### src/rtl/rgb_led_pwm.sv
// rgb_led_pwm: drives the board RGB LED with 16-level PWM in one of four modes
// (off, steady, blink, breathe). Switch inputs are synchronised and only take
// effect on PWM frame boundaries so the LED never glitches mid-frame.
module rgb_led_pwm #(
  parameter int PWM_DIV        = 64,   // clk cycles per PWM step, >= 2
  parameter int BLINK_FRAMES   = 1024, // frames per blink half-period, >= 1
  parameter int BREATHE_FRAMES = 64    // frames per breathe level step, >= 1
) (
  input  logic       clk,
  input  logic       rst,
  input  logic [2:0] color_in,
  input  logic [3:0] duty,
  input  logic [1:0] mode,
  output logic [2:0] led_out,
  output logic       frame_tick
);

  localparam int             PRE_W       = $clog2(PWM_DIV);
  localparam logic [PRE_W-1:0] PRE_LAST  = PRE_W'(PWM_DIV - 1);
  localparam logic [15:0]    BLINK_LAST  = 16'(BLINK_FRAMES - 1);
  localparam logic [15:0]    BR_LAST     = 16'(BREATHE_FRAMES - 1);

  typedef enum logic [2:0] {
    S_OFF,
    S_STEADY,
    S_BLINK_ON,
    S_BLINK_OFF,
    S_BR_UP,
    S_BR_DOWN
  } state_e;

  logic [2:0]       color_s1_q, color_s2_q, color_sh_q, color_sh_d;
  logic [3:0]       duty_s1_q, duty_s2_q, duty_sh_q, duty_sh_d;
  logic [1:0]       mode_s1_q, mode_s2_q, mode_sh_q, mode_sh_d;
  logic [PRE_W-1:0] pre_q;
  logic [3:0]       pcnt_q;
  logic [15:0]      fcnt_q, fcnt_inc;
  logic [3:0]       lvl_q;
  state_e           state_q;
  logic [3:0]       eff;
  logic             step, frame_bnd, pwm_on;
  logic [2:0]       led_q;
  logic             frame_tick_q;

  assign step      = (pre_q == PRE_LAST);
  assign frame_bnd = step && (pcnt_q == 4'hF);
  assign fcnt_inc  = (fcnt_q == 16'hFFFF) ? fcnt_q : fcnt_q + 16'd1;

  // Two-flop synchronisers for the switch-derived inputs.
  always_ff @(posedge clk) begin
    // NOTE: synchroniser flops are reset as well, so the first frame boundary
    // after reset can never load an X into the shadow registers.
    if (rst) begin
      color_s1_q <= '0;
      color_s2_q <= '0;
      duty_s1_q  <= '0;
      duty_s2_q  <= '0;
      mode_s1_q  <= '0;
      mode_s2_q  <= '0;
    end else begin
      // NOTE: non-blocking assignments keep s1 and s2 as two distinct stages;
      // blocking ones here would collapse the synchroniser to a single flop.
      color_s1_q <= color_in;
      color_s2_q <= color_s1_q;
      duty_s1_q  <= duty;
      duty_s2_q  <= duty_s1_q;
      mode_s1_q  <= mode;
      mode_s2_q  <= mode_s1_q;
    end
  end

  // Prescaler and PWM slot counter; frame_tick flags the boundary edge.
  always_ff @(posedge clk) begin
    if (rst) begin
      pre_q        <= '0;
      pcnt_q       <= '0;
      frame_tick_q <= 1'b0;
    end else begin
      pre_q        <= step ? '0 : pre_q + 1'b1;
      if (step) pcnt_q <= pcnt_q + 4'd1;
      frame_tick_q <= frame_bnd;
    end
  end

  // Shadow values seen at the coming edge: synchronised inputs on a boundary.
  always_comb begin
    // NOTE: defaults first, so every path assigns and no latch is inferred.
    color_sh_d = color_sh_q;
    duty_sh_d  = duty_sh_q;
    mode_sh_d  = mode_sh_q;
    if (frame_bnd) begin
      color_sh_d = color_s2_q;
      duty_sh_d  = duty_s2_q;
      mode_sh_d  = mode_s2_q;
    end
  end

  // Shadow registers and mode FSM; the FSM acts on the freshly loaded shadows.
  always_ff @(posedge clk) begin
    if (rst) begin
      color_sh_q <= '0;
      duty_sh_q  <= '0;
      mode_sh_q  <= '0;
      state_q    <= S_OFF;
      lvl_q      <= '0;
      fcnt_q     <= '0;
    end else begin
      color_sh_q <= color_sh_d;
      duty_sh_q  <= duty_sh_d;
      mode_sh_q  <= mode_sh_d;
      if (frame_bnd) begin
        if (mode_sh_d != mode_sh_q) begin
          // A mode change overrides any blink/breathe step due this boundary.
          fcnt_q <= '0;
          unique case (mode_sh_d)
            2'b00:   state_q <= S_OFF;
            2'b01:   state_q <= S_STEADY;
            2'b10:   state_q <= S_BLINK_ON;
            default: begin
              state_q <= S_BR_UP;
              lvl_q   <= '0;
            end
          endcase
        end else begin
          unique case (mode_sh_d)
            2'b00: begin
              state_q <= S_OFF;
              fcnt_q  <= fcnt_inc;
            end
            2'b01: begin
              state_q <= S_STEADY;
              fcnt_q  <= fcnt_inc;
            end
            2'b10: begin
              if (fcnt_q == BLINK_LAST) begin
                fcnt_q  <= '0;
                state_q <= (state_q == S_BLINK_ON) ? S_BLINK_OFF : S_BLINK_ON;
              end else begin
                fcnt_q <= fcnt_inc;
              end
            end
            default: begin
              if (duty_sh_d < lvl_q) begin
                // Brightness cut below the current level: clamp and descend.
                lvl_q   <= duty_sh_d;
                state_q <= S_BR_DOWN;
                fcnt_q  <= (fcnt_q == BR_LAST) ? '0 : fcnt_inc;
              end else if (fcnt_q == BR_LAST) begin
                fcnt_q <= '0;
                if (state_q == S_BR_UP) begin
                  if (lvl_q < duty_sh_d) lvl_q <= lvl_q + 4'd1;
                  else                   state_q <= S_BR_DOWN;
                end else begin
                  if (lvl_q != 4'd0) lvl_q <= lvl_q - 4'd1;
                  else               state_q <= S_BR_UP;
                end
              end else begin
                fcnt_q <= fcnt_inc;
              end
            end
          endcase
        end
      end
    end
  end

  // Effective brightness for the current frame and the PWM compare.
  always_comb begin
    eff = 4'd0;
    unique case (state_q)
      S_STEADY, S_BLINK_ON: eff = duty_sh_q;
      S_BR_UP, S_BR_DOWN:   eff = lvl_q;
      default:              eff = 4'd0;
    endcase
  end

  assign pwm_on = (eff == 4'hF) || (pcnt_q < eff);

  // Registered LED drive: no combinational path from any input.
  always_ff @(posedge clk) begin
    if (rst) led_q <= '0;
    else     led_q <= color_sh_q & {3{pwm_on}};
  end

  assign led_out    = led_q;
  assign frame_tick = frame_tick_q;

endmodule

### config.mk
export PLATFORM = sky130hd
export DESIGN_NAME = rgb_led_pwm
export DESIGN_NICKNAME = d
export VERILOG_FILES = /design/src/rtl/rgb_led_pwm.sv
export SDC_FILE = /design/constraint.sdc
export NUM_CORES = 1
export LEC_CHECK = 0
export CORE_AREA = 2 2 77 94
export DETAILED_ROUTE_END_ITERATION = 8
export DIE_AREA = 0 0 79 96
export PLACE_DENSITY = 0.63
export SYNTH_ARGS = -nofsm -noshare
export SYNTH_HDL_FRONTEND = slang
export SYNTH_SLANG_ARGS = --single-unit
export TNS_END_PERCENT = 20
### constraint.sdc
create_clock -name clk -period 4.55 [get_ports clk]
set_input_delay 0.91 -clock clk [delete_from_list [all_inputs] [get_ports clk]]
set_output_delay 0.91 -clock clk [all_outputs]
set_load 0.005 [all_outputs]
==> out/qor.yml <==
clock_tree:
  cts_buffer_depth: 2
  clk_pin_slew_worst_paths_ns: 0.09
  worstSkewPairLatency_ns: 0.36
  root_buffer: "clkbuf_8"
  htree_levels: 3
  cts_num_sinks: 64
  post_cts_resized: 0
  postCtsSetupBuffers: 0
  numCtsBuffers: 9
  hold_buffers: 0
  cts_tree: "yes"
final_layout:
  num-fill-cells: 628
  layoutNonFillerInstCount: 471
  area.growth.synth_to_final_pct: 12.4
  n_antenna_cell: 0
  nNetsFinal: 401
  drive_gt1_share_pct: 10.4
grt:
  grt_pass1_wl_um: 12000
  antenna_found_initial: 0
  grt_usage_pct: 20.3
  overflow: 0
  grt_pass1_vias: 2480
  grt_max_degree: 59
detailed_routing:
  wl_um: 7080
  drc: 0
  routedWlPerCell_um: 15.0
  drtAntennaViolNets: 0
  vias_per_cell: 5.70
  drt_iter0_drc: 184
  dr.pass1.iters: 4
  vias: 2687
setup_path:
  cp.required_ns: 4.85
  r2r-end: "lvl_q[0]$_SDFFE_PP0P_"
  arrival_ns: 3.70
  critPathMaxFanout: 25
  reg2regPathDepth: 13
  crit_path_end_kind: "flop"
  critical_path_class: "reg2reg"
  r2r-start: "pre_q[0]$_SDFF_PP0_"
  r2r_setup_slack_ns: 1.14
  start_kind: "flop"
  timing.critical_path.from: "pre_q[0]$_SDFF_PP0_"
  endpoint: "lvl_q[0]$_SDFFE_PP0P_"
floorplanning:
  die_w_um: 79
  dieArea_sq_um: 7580
  core-area_sq_um: 6690
  initial_utilization_pct: 48.9
  die_y_um: 96
  std_cell_rows: 33
  top_level_ports: 15
placement:
  numPortBuffers: 14
  gp_congestion: 0.861
  dp_worst_setup_slack_ns: 1.17
  dp.cells: 455
  hpwlAfterDp_um: 4980
yosys:
  synth_cell_types: 65
  yosysSeqAreaShare_pct: 39.2
  synth-compound-area-share_pct: 18.9
  ys_warn_count: 0
  synthArstFlopShare_pct: 0
  synth_area_sq_um: 3270
  yosys_most_used_dff: "dfxtp_1"
  synth_xor_area_share_pct: 5.63
  syn_avg_cell_area_sq_um: 8.96
  synth_edf_count: 0
  yosys.area_share.simple_pct: 26.6
  synth_top_family_by_area: "simple AND/OR/NAND/NOR gates"
  ys_ff_latch: 64
  synth_adder_area_share_pct: 4.44
  syn_nets: 387
  synthCells: 365
  synth_mux_area_share_pct: 2.76
pwr:
  p_per_area_nw_per_um2: 303
  leakage_nw: 1.29
  peakVddDrop_mv: 0.200
sta:
  whs_ns: 0.433
  rsz0062_at_grt: "no"
  timing.final.ws_setup_ns: 1.14
  hold_viol_final: 0
  fmax_ghz: 0.293
  fin_skew_ns: 0.0126
  max-slew-margin-rel_pct: 32.8
  min_period_ns: 3.41
  report.final.slew_viol_count: 0
  fin_setup_tns_ns: 0
  setup_viol: 0
  worst_slew_pin_slew_ns: 1.01
  fin_crit_sh_pct: 74.9
status:
  status: "complete, no violations"
min_path:
  hp-class: "reg2reg"
run:
  drv_cap: 0
==> power by group <==
part / switching [mW] / internal [mW] / total [mW]
registers: 0.00564 / 0.569 / 0.575
clock network: 0.251 / 0.259 / 0.510
logic: 0.0144 / 0.0158 / 0.0302
total: 0.271 / 0.844 / 1.12
==> sequential cells by signal, summed over array words and instances (netlist names), 2 cells and up <==
| register | cells |
|---|---|
| pre_q | 6 |
| pcnt_q | 4 |
| led_out | 3 |
| color_sh_q | 3 |
| color_s1_q | 3 |
| state_q | 3 |
| color_s2_q | 3 |
| lvl_q | 4 |
| mode_sh_q | 2 |
| fcnt_q | 16 |
| duty_s2_q | 4 |
| duty_s1_q | 4 |
| duty_sh_q | 4 |
| mode_s1_q | 2 |
| mode_s2_q | 2 |
==> cells in the mapped netlist, drive strengths merged (5+ instances only) <==
cell type   n  area [sq um]
inv         9          33.8
o21ai      17          92.6
nor2       35           141
clkbuf      8          30.0
a31oi       5          31.3
nand2b      7          43.8
nand4      11          90.1
nor2b      21           131
ha         10           125
nand3      11          55.1
a211oi      9          72.6
nor3       13          65.1
a21oi      17          85.1
nor4        5          31.3
or4         5          41.3
xor2       12           105
mux2i       9          90.1
dfxtp      64          1280
xnor2       9          78.8
nand2      30           115
o211ai      5          42.5
and3        5          32.5
==> placed cells by master, fill, tap and decap left out, types with 3 or more instances in the layout <==
cell type / n
o21a_1: 3
a211oi_1: 8
nor3b_1: 4
nor2b_1: 21
nand2_1: 29
mux2i_1: 9
nor4_1: 5
nand2b_1: 7
o21ai_0: 13
a21oi_1: 17
or4_1: 4
clkbuf_8: 9
ha_1: 10
and3_1: 4
xnor2_1: 9
clkdlybuf4s50_1: 13
a21o_1: 4
nand3_1: 11
o211ai_1: 4
nor3_1: 13
inv_6: 3
inv_1: 9
nand4_1: 9
a31oi_1: 5
dfxtp_1: 64
nor2_1: 33
xor2_1: 12
==> worst max-delay path, stage by stage, from the launching register on <==
cell and delay (ns):
dfxtp_1 0.36, ha_1 0.25, nand4_2 0.23, nor2_2 0.13
buf_4 0.28, mux2i_1 0.34, ha_1 0.32, nand2_1 0.12
a211oi_2 0.08, nor4b_2 0.36, o21a_4 0.21, nor2_4 0.06
or4_1 0.49, nand3_1 0.10
==> metal layers <==
layer	wire, um	global-route usage (%)	share of wire (%)
met1	3230	24.9	46
met2	3370	33.0	48
met4	172	9.20	2.4
met5	0	0	0
met3	306	5.82	4.3
==> area by class of cell <==
| cell class | instances | area (sq um) | share of cell area (%) |
|---|---|---|---|
| Clock inverter | 7 | 77.6 | 2.11 |
| Multi-Input combinational cell | 280 | 1910 | 51.9 |
| Clock buffer | 9 | 124 | 3.37 |
| Tap cell | 87 | 109 | 2.96 |
| Inverter | 9 | 33.8 | 0.919 |
| Sequential cell | 64 | 1280 | 34.9 |
| Timing Repair Buffer | 15 | 143 | 3.88 |
==> how the worst min path moves through the flow <==
stage	cells after the start	slack (ns)	startpoint	end
CTS	1	0.44	duty_s1_q[3]$_SDFF_PP0_	duty_s2_q[3]$_SDFF_PP0_
global placement	1	0.42	duty_s1_q[3]$_SDFF_PP0_	duty_s2_q[3]$_SDFF_PP0_
floorplan	1	0.41	color_s1_q[0]$_SDFF_PP0_	color_s2_q[0]$_SDFF_PP0_
finish	1	0.43	duty_s1_q[3]$_SDFF_PP0_	duty_s2_q[3]$_SDFF_PP0_
detailed placement	1	0.42	mode_s1_q[1]$_SDFF_PP0_	mode_s2_q[1]$_SDFF_PP0_
global route	1	0.45	duty_s1_q[3]$_SDFF_PP0_	duty_s2_q[3]$_SDFF_PP0_
==> logic make-up after synthesis <==
| group | Yosys count |
|---|---|
| and+or+nand+nor | 158 |
| AOI/OAI and AO/OA | 81 |
| DFF | 64 |
| xor gates and xnor gates | 21 |
| buffers and inverters | 21 |
| adders and majority gates | 11 |
| muxes | 9 |
==> metrics by stage <==
stage               util, %  power (mW)  cell area (sq um)
finish                 54.9        1.12               3670
detailed placement     51.9       0.619               3470
floorplan                 -       0.606               3270
global placement       51.9       0.618               3470
global route           54.9        1.16               3670
CTS                    54.9        1.13               3670
Power figures use the tool's default switching activity.
